$ cat src/rtl/pipe_ctrl_pkg.sv
// pipe_ctrl_pkg: shared state/forward-select types and default zero register for the pipeline sequencer
package pipe_ctrl_pkg;
  typedef enum logic {RUN, WAIT} state_t;
  typedef enum logic [1:0] {FWD_RF = 2'b00, FWD_EXMEM = 2'b01, FWD_MEMWB = 2'b10} fwd_sel_t;
  localparam int ZERO_REG = 31;
endpackage

$ cat src/rtl/fwd_unit.sv
// fwd_unit: combinational ALU operand forwarding selects for both EX operands
module fwd_unit #(
  parameter int REG_W = 5,
  parameter int ZERO_REG = 31
)(
  input  logic [REG_W-1:0] ex_ra,
  input  logic [REG_W-1:0] ex_rb,
  input  logic [REG_W-1:0] mem_rw,
  input  logic             mem_regwrite,
  input  logic [REG_W-1:0] wb_rw,
  input  logic             wb_regwrite,
  output logic [1:0]       fwd_a,
  output logic [1:0]       fwd_b
);
  import pipe_ctrl_pkg::*;
  localparam logic [REG_W-1:0] ZR = REG_W'(ZERO_REG);
  function automatic fwd_sel_t sel(input logic [REG_W-1:0] src);
    return (mem_regwrite && mem_rw != ZR && mem_rw == src) ? FWD_EXMEM :
           (wb_regwrite && wb_rw != ZR && wb_rw == src) ? FWD_MEMWB : FWD_RF;
  endfunction
  // EX/MEM result is newer than MEM/WB, so it is checked first
  always_comb begin
    fwd_a = sel(ex_ra);
    fwd_b = sel(ex_rb);
  end
endmodule

$ cat src/rtl/pipe_hazard_ctrl.sv
// pipe_hazard_ctrl: five-stage pipeline stall/flush/forward sequencer with dmem wait FSM; PIPE_HAZARD_PERF_EN adds perf counters
module pipe_hazard_ctrl #(
  parameter int REG_W = 5,
  parameter int ZERO_REG = pipe_ctrl_pkg::ZERO_REG,
  parameter int MAX_WAIT = 16,
  parameter int CNT_W = 32
)(
  input  logic             clk,
  input  logic             reset,
  input  logic [REG_W-1:0] id_ra,
  input  logic [REG_W-1:0] id_rb,
  input  logic             id_uses_rb,
  input  logic [REG_W-1:0] ex_rw,
  input  logic             ex_memread,
  input  logic             ex_regwrite,
  input  logic [REG_W-1:0] ex_ra,
  input  logic [REG_W-1:0] ex_rb,
  input  logic [REG_W-1:0] mem_rw,
  input  logic             mem_regwrite,
  input  logic             mem_memread,
  input  logic             mem_memwrite,
  input  logic [REG_W-1:0] wb_rw,
  input  logic             wb_regwrite,
  input  logic             br_taken,
  input  logic             dmem_ready,
  output logic             dmem_req,
  output logic             pc_we,
  output logic             if_id_we,
  output logic             id_ex_we,
  output logic             ex_mem_we,
  output logic             mem_wb_we,
  output logic             pc_sel_br,
  output logic             if_id_flush,
  output logic             id_ex_flush,
  output logic             ex_mem_flush,
  output logic [1:0]       fwd_a,
  output logic [1:0]       fwd_b,
  output logic             dmem_timeout
`ifdef PIPE_HAZARD_PERF_EN
  ,
  output logic [CNT_W-1:0] perf_stall_cnt,
  output logic [CNT_W-1:0] perf_flush_cnt,
  output logic [CNT_W-1:0] perf_wait_cnt
`endif
);
  import pipe_ctrl_pkg::*;
  localparam int CW = $clog2(MAX_WAIT + 1);
  localparam logic [REG_W-1:0] ZR = REG_W'(ZERO_REG);
  localparam logic [CW-1:0] MAX_C = CW'(MAX_WAIT);
  state_t state;
  logic [CW-1:0] cnt;
  logic load_use, to_hit, frz, run, br, stall;
  logic [1:0] fa, fb;
  logic unused_ex_regwrite;
  // ex_regwrite is part of the ID/EX bundle but load-use only needs ex_memread
  assign unused_ex_regwrite = ex_regwrite;
  fwd_unit #(.REG_W(REG_W), .ZERO_REG(ZERO_REG)) u_fwd (
    .ex_ra(ex_ra), .ex_rb(ex_rb), .mem_rw(mem_rw), .mem_regwrite(mem_regwrite),
    .wb_rw(wb_rw), .wb_regwrite(wb_regwrite), .fwd_a(fa), .fwd_b(fb)
  );
  // priority: memory freeze, timeout release, branch flush, load-use bubble, free run
  always_comb begin
    dmem_req = (mem_memread | mem_memwrite) & ~reset;
    load_use = ex_memread & (ex_rw != ZR) & ((ex_rw == id_ra) | (id_uses_rb & (ex_rw == id_rb)));
    to_hit = (state == WAIT) & ~dmem_ready & (cnt == MAX_C);
    frz = ~reset & ((state == RUN) ? dmem_req & ~dmem_ready : ~dmem_ready & ~to_hit);
    run = ~reset & ~frz & ~to_hit;
    br = run & br_taken;
    stall = run & ~br_taken & load_use;
    pc_we = ~reset & ~frz & ~stall;
    if_id_we = pc_we;
    id_ex_we = ~reset & ~frz;
    ex_mem_we = id_ex_we;
    mem_wb_we = id_ex_we;
    pc_sel_br = br;
    if_id_flush = br;
    id_ex_flush = br | stall;
    ex_mem_flush = br;
    fwd_a = reset ? FWD_RF : fa;
    fwd_b = reset ? FWD_RF : fb;
  end
  // wait FSM: counter starts at 1 on the freezing cycle and forces release at MAX_WAIT
  always_ff @(posedge clk) begin
    if (reset) begin
      state <= RUN;
      cnt <= '0;
      dmem_timeout <= 1'b0;
    end else if (state == RUN) begin
      if (dmem_req & ~dmem_ready) begin
        state <= WAIT;
        cnt <= CW'(1);
      end
    end else if (dmem_ready | to_hit) begin
      state <= RUN;
      cnt <= '0;
      dmem_timeout <= dmem_timeout | to_hit;
    end else
      cnt <= (cnt == MAX_C) ? cnt : cnt + CW'(1);
  end
`ifdef PIPE_HAZARD_PERF_EN
  // free-running event counters, wrapping naturally
  always_ff @(posedge clk) begin
    if (reset) begin
      perf_stall_cnt <= '0;
      perf_flush_cnt <= '0;
      perf_wait_cnt <= '0;
    end else begin
      perf_stall_cnt <= perf_stall_cnt + CNT_W'(stall);
      perf_flush_cnt <= perf_flush_cnt + CNT_W'(br);
      perf_wait_cnt <= perf_wait_cnt + CNT_W'(state == WAIT);
    end
  end
`endif
endmodule
$ cat config.mk
export PLATFORM = sky130hd
export DESIGN_NAME = pipe_hazard_ctrl
export DESIGN_NICKNAME = d
export VERILOG_FILES = /design/src/rtl/pipe_ctrl_pkg.sv /design/src/rtl/fwd_unit.sv /design/src/rtl/pipe_hazard_ctrl.sv
export SDC_FILE = /design/constraint.sdc
export NUM_CORES = 1
export LEC_CHECK = 0
export CAP_MARGIN = 25
export CORE_UTILIZATION = 38
export DETAILED_ROUTE_END_ITERATION = 16
export PLACE_DENSITY = 0.84
export SLEW_MARGIN = 20
export SYNTH_ARGS = -nofsm -noshare
export SYNTH_HDL_FRONTEND = slang
export SYNTH_SLANG_ARGS = --single-unit
$ cat constraint.sdc
create_clock -name clk -period 4.6 [get_ports clk]
set_clock_uncertainty 0.1 [all_clocks]
set_input_delay 0.92 -clock clk [delete_from_list [all_inputs] [get_ports clk]]
set_output_delay 0.92 -clock clk [all_outputs]
set_load 0.01 [all_outputs]
; After elaboration in Yosys (flattened, before gate mapping)
; Index checks and enable logic that the tools add are counted.
; Widths: inputs -> output; s select.
[totals]
out_inout_bits = 15
inputBits = 46
register_bits = 7
wordCells = 64
[op_classes]
n_eq_ne = 11
reduce_logical = 9
bitwise_logic = 26
add_sub_neg = 1
n_mux = 14
[ops]
columns = cell, n
row1 = $eq 5x5->1, 6
row2 = $mux 5, 4
row3 = $and 1x1->1, 15
row4 = $ne 5x5->1 const B, 3
row5 = $mux 2, 6
row6 = $logic_and 1x1->1, 6
row7 = $not 1->1, 6
row8 = $add 5x1->5 const B, 1
row9 = $eq 5x5->1 const B, 1
row10 = $or 1x1->1, 5
row11 = $mux 1, 4
row12 = $reduce_and 2->1, 2
row13 = $ne 3x2->1 const B, 1
row14 = $reduce_bool 2->1, 1

; Logic depth before layout (Yosys ltp)
[depth]
ltp_word = 14
depth_mapped = 7
mapped_depth_nobuf = 6

; By module
; Synthesis repeated with hierarchy kept, for this count alone.
[unflattened]
hier_cells = 113
hier_area_um2 = 910.9
[by_module_without_submodules]
columns = mod, cells_each, instances, area_each_um2
row1 = pipe_hazard_ctrl, 77, 1, 625.6
row2 = fwd_unit, 36, 1, 285.3

; Least setup slack after synthesis
; No wires, ideal clock.
[synth_timing]
path_kind = input to output
from = in mem_memwrite
to = out pc_we
cell_stages = 5
setup_slack_ns = 1.737
t_arrival_ns = 1.843
t_required_ns = 3.580
n_path_buf = 1
cell_sequence = o21ba_2 nand2_1 o21bai_1 a311oi_2 buf_4
[synth_between]
elab_chain_len = 12
[synth_rtl]
columns = element, line_no
row1 = from (decl), pipe_hazard_ctrl.sv:21  ; input logic mem_memwrite,
row2 = $or 1x1->1 (*), pipe_hazard_ctrl.sv:63  ; dmem_req = (mem_memread | mem_memwrite) & ~reset;
row3 = $and 1x1->1 (*), pipe_hazard_ctrl.sv:63
row4 = $and 1x1->1 (*), pipe_hazard_ctrl.sv:66  ; frz = ~reset & ((state == RUN) ? dmem_req & ~dmem_ready : ~dmem_ready & ~to_hit);
row5 = $mux 1 (*), pipe_hazard_ctrl.sv:66
row6 = $and 1x1->1 (*), pipe_hazard_ctrl.sv:66
row7 = $not 1->1 (*), "pipe_hazard_ctrl.sv:67, pipe_hazard_ctrl.sv:70"
row8 = $and 1x1->1 (*), "pipe_hazard_ctrl.sv:67, pipe_hazard_ctrl.sv:70"
row9 = $and 1x1->1, pipe_hazard_ctrl.sv:67  ; run = ~reset & ~frz & ~to_hit;
row10 = $and 1x1->1 (2 in a row), pipe_hazard_ctrl.sv:69  ; stall = run & ~br_taken & load_use;
row11 = $not 1->1, pipe_hazard_ctrl.sv:70  ; pc_we = ~reset & ~frz & ~stall;
row12 = $and 1x1->1 (*), pipe_hazard_ctrl.sv:70
row13 = to (decl), pipe_hazard_ctrl.sv:27  ; output logic pc_we,
; Every way passes the cells marked *; elsewhere a longest branch is shown, timed or not.

; Final worst setup path
[layout_timing]
from = in mem_memwrite
to = out id_ex_flush
[layout_between]
elab_chain_len = 11
[layout_rtl]
columns = element, line_no
row1 = $or 1x1->1 (*), pipe_hazard_ctrl.sv:63
row2 = $and 1x1->1 (*), pipe_hazard_ctrl.sv:63
row3 = $and 1x1->1 (*), pipe_hazard_ctrl.sv:66
row4 = $mux 1 (*), pipe_hazard_ctrl.sv:66
row5 = $and 1x1->1 (*), pipe_hazard_ctrl.sv:66
row6 = $not 1->1 (*), pipe_hazard_ctrl.sv:67
row7 = $and 1x1->1 (*) (2 in a row), pipe_hazard_ctrl.sv:67
row8 = $and 1x1->1 (2 in a row), pipe_hazard_ctrl.sv:69
row9 = $or 1x1->1 (*), pipe_hazard_ctrl.sv:77  ; id_ex_flush = br | stall;
row10 = to (decl), pipe_hazard_ctrl.sv:34  ; output logic id_ex_flush,
; Marked as above.

==> impl_metrics.env <==
export IMPL_dpl_hpwl_mm=2.17
export IMPL_synthTopCellsByArea="dfxtp_1, xor2_1, xnor2_1"
export IMPL_yosys_area_top_type="dfxtp_1"
export IMPL_status="complete, but fails checks"
export IMPL_crit_fanout=4
export IMPL_cts_path_max_buffers=2
export IMPL_routed_via_density=4.99
export IMPL_yosys_warnings=0
export IMPL_seq_power_share=0.274
export IMPL_p_leak_nw=0.546
export IMPL_yosysTopAreaCellShare=0.158
export IMPL_fmax_mhz=263
export IMPL_synth_seq_area_share=0.158
export IMPL_tightest_slew_ps=380
export IMPL_power_switching_uw=68.5
export IMPL_p_clk_frac=0.252
export IMPL_grt_use_total=0.201
export IMPL_syn_nets=160
export IMPL_clock_latency_ps=260
export IMPL_maxSlewHeadroom=0.745
export IMPL_post_place_cells=194
export IMPL_final_util=0.677
export IMPL_clkSinkCount=7
export IMPL_die_area_um2=2540
export IMPL_holdPathStages=2
export IMPL_initial_core_util=0.402
export IMPL_htree_levels=1
export IMPL_ctsResizeCount=0
export IMPL_fillers=201
export IMPL_powerDensity_nw_per_um2=154
export IMPL_crit_type="in2out"
export IMPL_clkSlewWorstSetupHoldPaths_ps=60
export IMPL_drive_gt1_frac=0.0706
export IMPL_worstRegToRegCells=6
export IMPL_placed_area_um2=1470
export IMPL_n_antenna_cell=0
export IMPL_fin_area_um2=1500
export IMPL_core_um2=2210
export IMPL_dr_pass1_iters=10
export IMPL_gp_congestion=0.837
export IMPL_nets=219
export IMPL_intPower_uw=163
export IMPL_numPortBuffers=59
export IMPL_antenna_found_initial=0
export IMPL_ant_nets=0
export IMPL_crit_path_start_kind="input pin"
export IMPL_cts_buffers=3
export IMPL_synthFlopType="dfxtp_1"
export IMPL_grt_max_degree=14
export IMPL_hold_slack_ps=389
export IMPL_clockRootBuffer="clkbuf_4"
export IMPL_irDropWorstVdd_v=0.000139
export IMPL_first_iter_violations=8
export IMPL_async_reset_ff_frac=0
export IMPL_instances_no_fill=198
export IMPL_routed_wl_mm=2.46
export IMPL_crit_path_end_kind="output port"
export IMPL_period_needed_ps=3810
export IMPL_die_x_um=50.4
export IMPL_drv_cap=0
export IMPL_hold_violations=0
export IMPL_grt_pass1_vias=987
export IMPL_final_setup_tns_ps=0
export IMPL_wl_per_cell_um=12.4
export IMPL_cts_setup_buffers=0
export IMPL_arrival_ps=2790
export IMPL_avgSynthCellArea_um2=7.94
export IMPL_remaining_drc_errors=1
export IMPL_hp_class="reg2reg"
export IMPL_synth_cell_types=37
export IMPL_setup_viol=0
export IMPL_syn_cell_area_um2=890
export IMPL_grt_first_pass_wirelength_mm=3.91
export IMPL_overflow=0
export IMPL_area_growth_pct=68.4
export IMPL_maxSlewViolCount=0
export IMPL_dr_total_vias=988
export IMPL_period_share=0.828
export IMPL_p_sw_frac=0.296
export IMPL_required_ps=3580
export IMPL_power_frac_comb=0.474
export IMPL_die_h_um=50.4
export IMPL_hold_buffers=0
export IMPL_design_portCount=61
export IMPL_rrSetupSlack_ps=3040
export IMPL_synth_edff_count=0
export IMPL_cts_tree="done"
export IMPL_num_rows=17
export IMPL_violations="design-rule violations"
export IMPL_synthCells=112
export IMPL_ys_seq_elements=7
export IMPL_rsz0062_at_grt="false"
-- placed cells by master, fill, tap and decap left out, types with 6 or more instances in the layout --
master	n
clkdlybuf4s50_1	59
xor2_1	16
xnor2_1	14
nor2_1	9
nand3_1	7
dfxtp_1	7
nand2_1	6
a21oi_1	6
-- worst max-delay path, stage by stage --
cell,delay (ps)
clkdlybuf4s50_1,440
or3_1,350
a21oi_1,220
and2_2,220
a31o_2,110
clkdlybuf4s50_1,530
-- final timing paths --
check,startpoint,endpoint
worst min register to register,dmem_timeout,dmem_timeout
worst min-delay path,dmem_timeout,dmem_timeout
worst max register to register,cnt[0],cnt[3]
worst max-delay path,mem_memwrite,id_ex_flush
-- cells by family after synthesis --
group                      synth area share
AOI/OAI and AO/OA                     0.177
adders and majority gates            0.0281
xor gates and xnor gates              0.295
and+or+nand+nor                       0.259
buffers and inverters                0.0703
muxes                                0.0127
DFF                                   0.158
-- layer usage --
metal	track usage	vias to the layer above	routed length, um
li1	-	509	-
met1	0.212	433	994
met2	0.396	42	1300
met3	0.0182	4	125
met4	0.0833	0	36
met5	0	-	0
-- synth_stat cells (2+ instances only) --
cell,count
dfxtp_1,7
nand3_1,7
a21oi_1,6
nor2_1,9
xor2_1,16
nand2_1,6
xnor2_1,14
nand3b_1,2
nor3_1,3
nor4_1,2
ha_1,2
a211oi_1,3
buf_4,5
or3_1,2
and3b_1,2
inv_1,3
o21ai_0,3
-- per-stage QoR --
stage	power [mW]	setup slack, ps
after floorplan	0.113	1740
after global placement	0.173	816
after detailed placement	0.175	804
after CTS	0.233	793
after global routing	0.245	646
final	0.231	791
-- registers in the layout, indices dropped and copies added, names as in the netlist --
signal,count
cnt,5
dmem_timeout,1
state,1
-- power by group through the flow --
stage | Combinational [mW] | Sequential, mW | Clock, mW
floorplan | 0.0485 | 0.0644 | 0
global placement | 0.108 | 0.0646 | 0
detailed placement | 0.110 | 0.0647 | 0
CTS | 0.110 | 0.0633 | 0.0597
global route | 0.118 | 0.0635 | 0.0628
finish | 0.110 | 0.0634 | 0.0581
-- cell type report --
cell class,count,area [um^2],area share
timing repair buffer,60,598,0.399
multi-input combinational,96,687,0.459
sequential,7,140,0.0936
clock buffer,4,26.3,0.0175
inverter,3,11.3,0.00752
tap,28,35.0,0.0234
No activity file was read; power rests on OpenSTA's default activity.
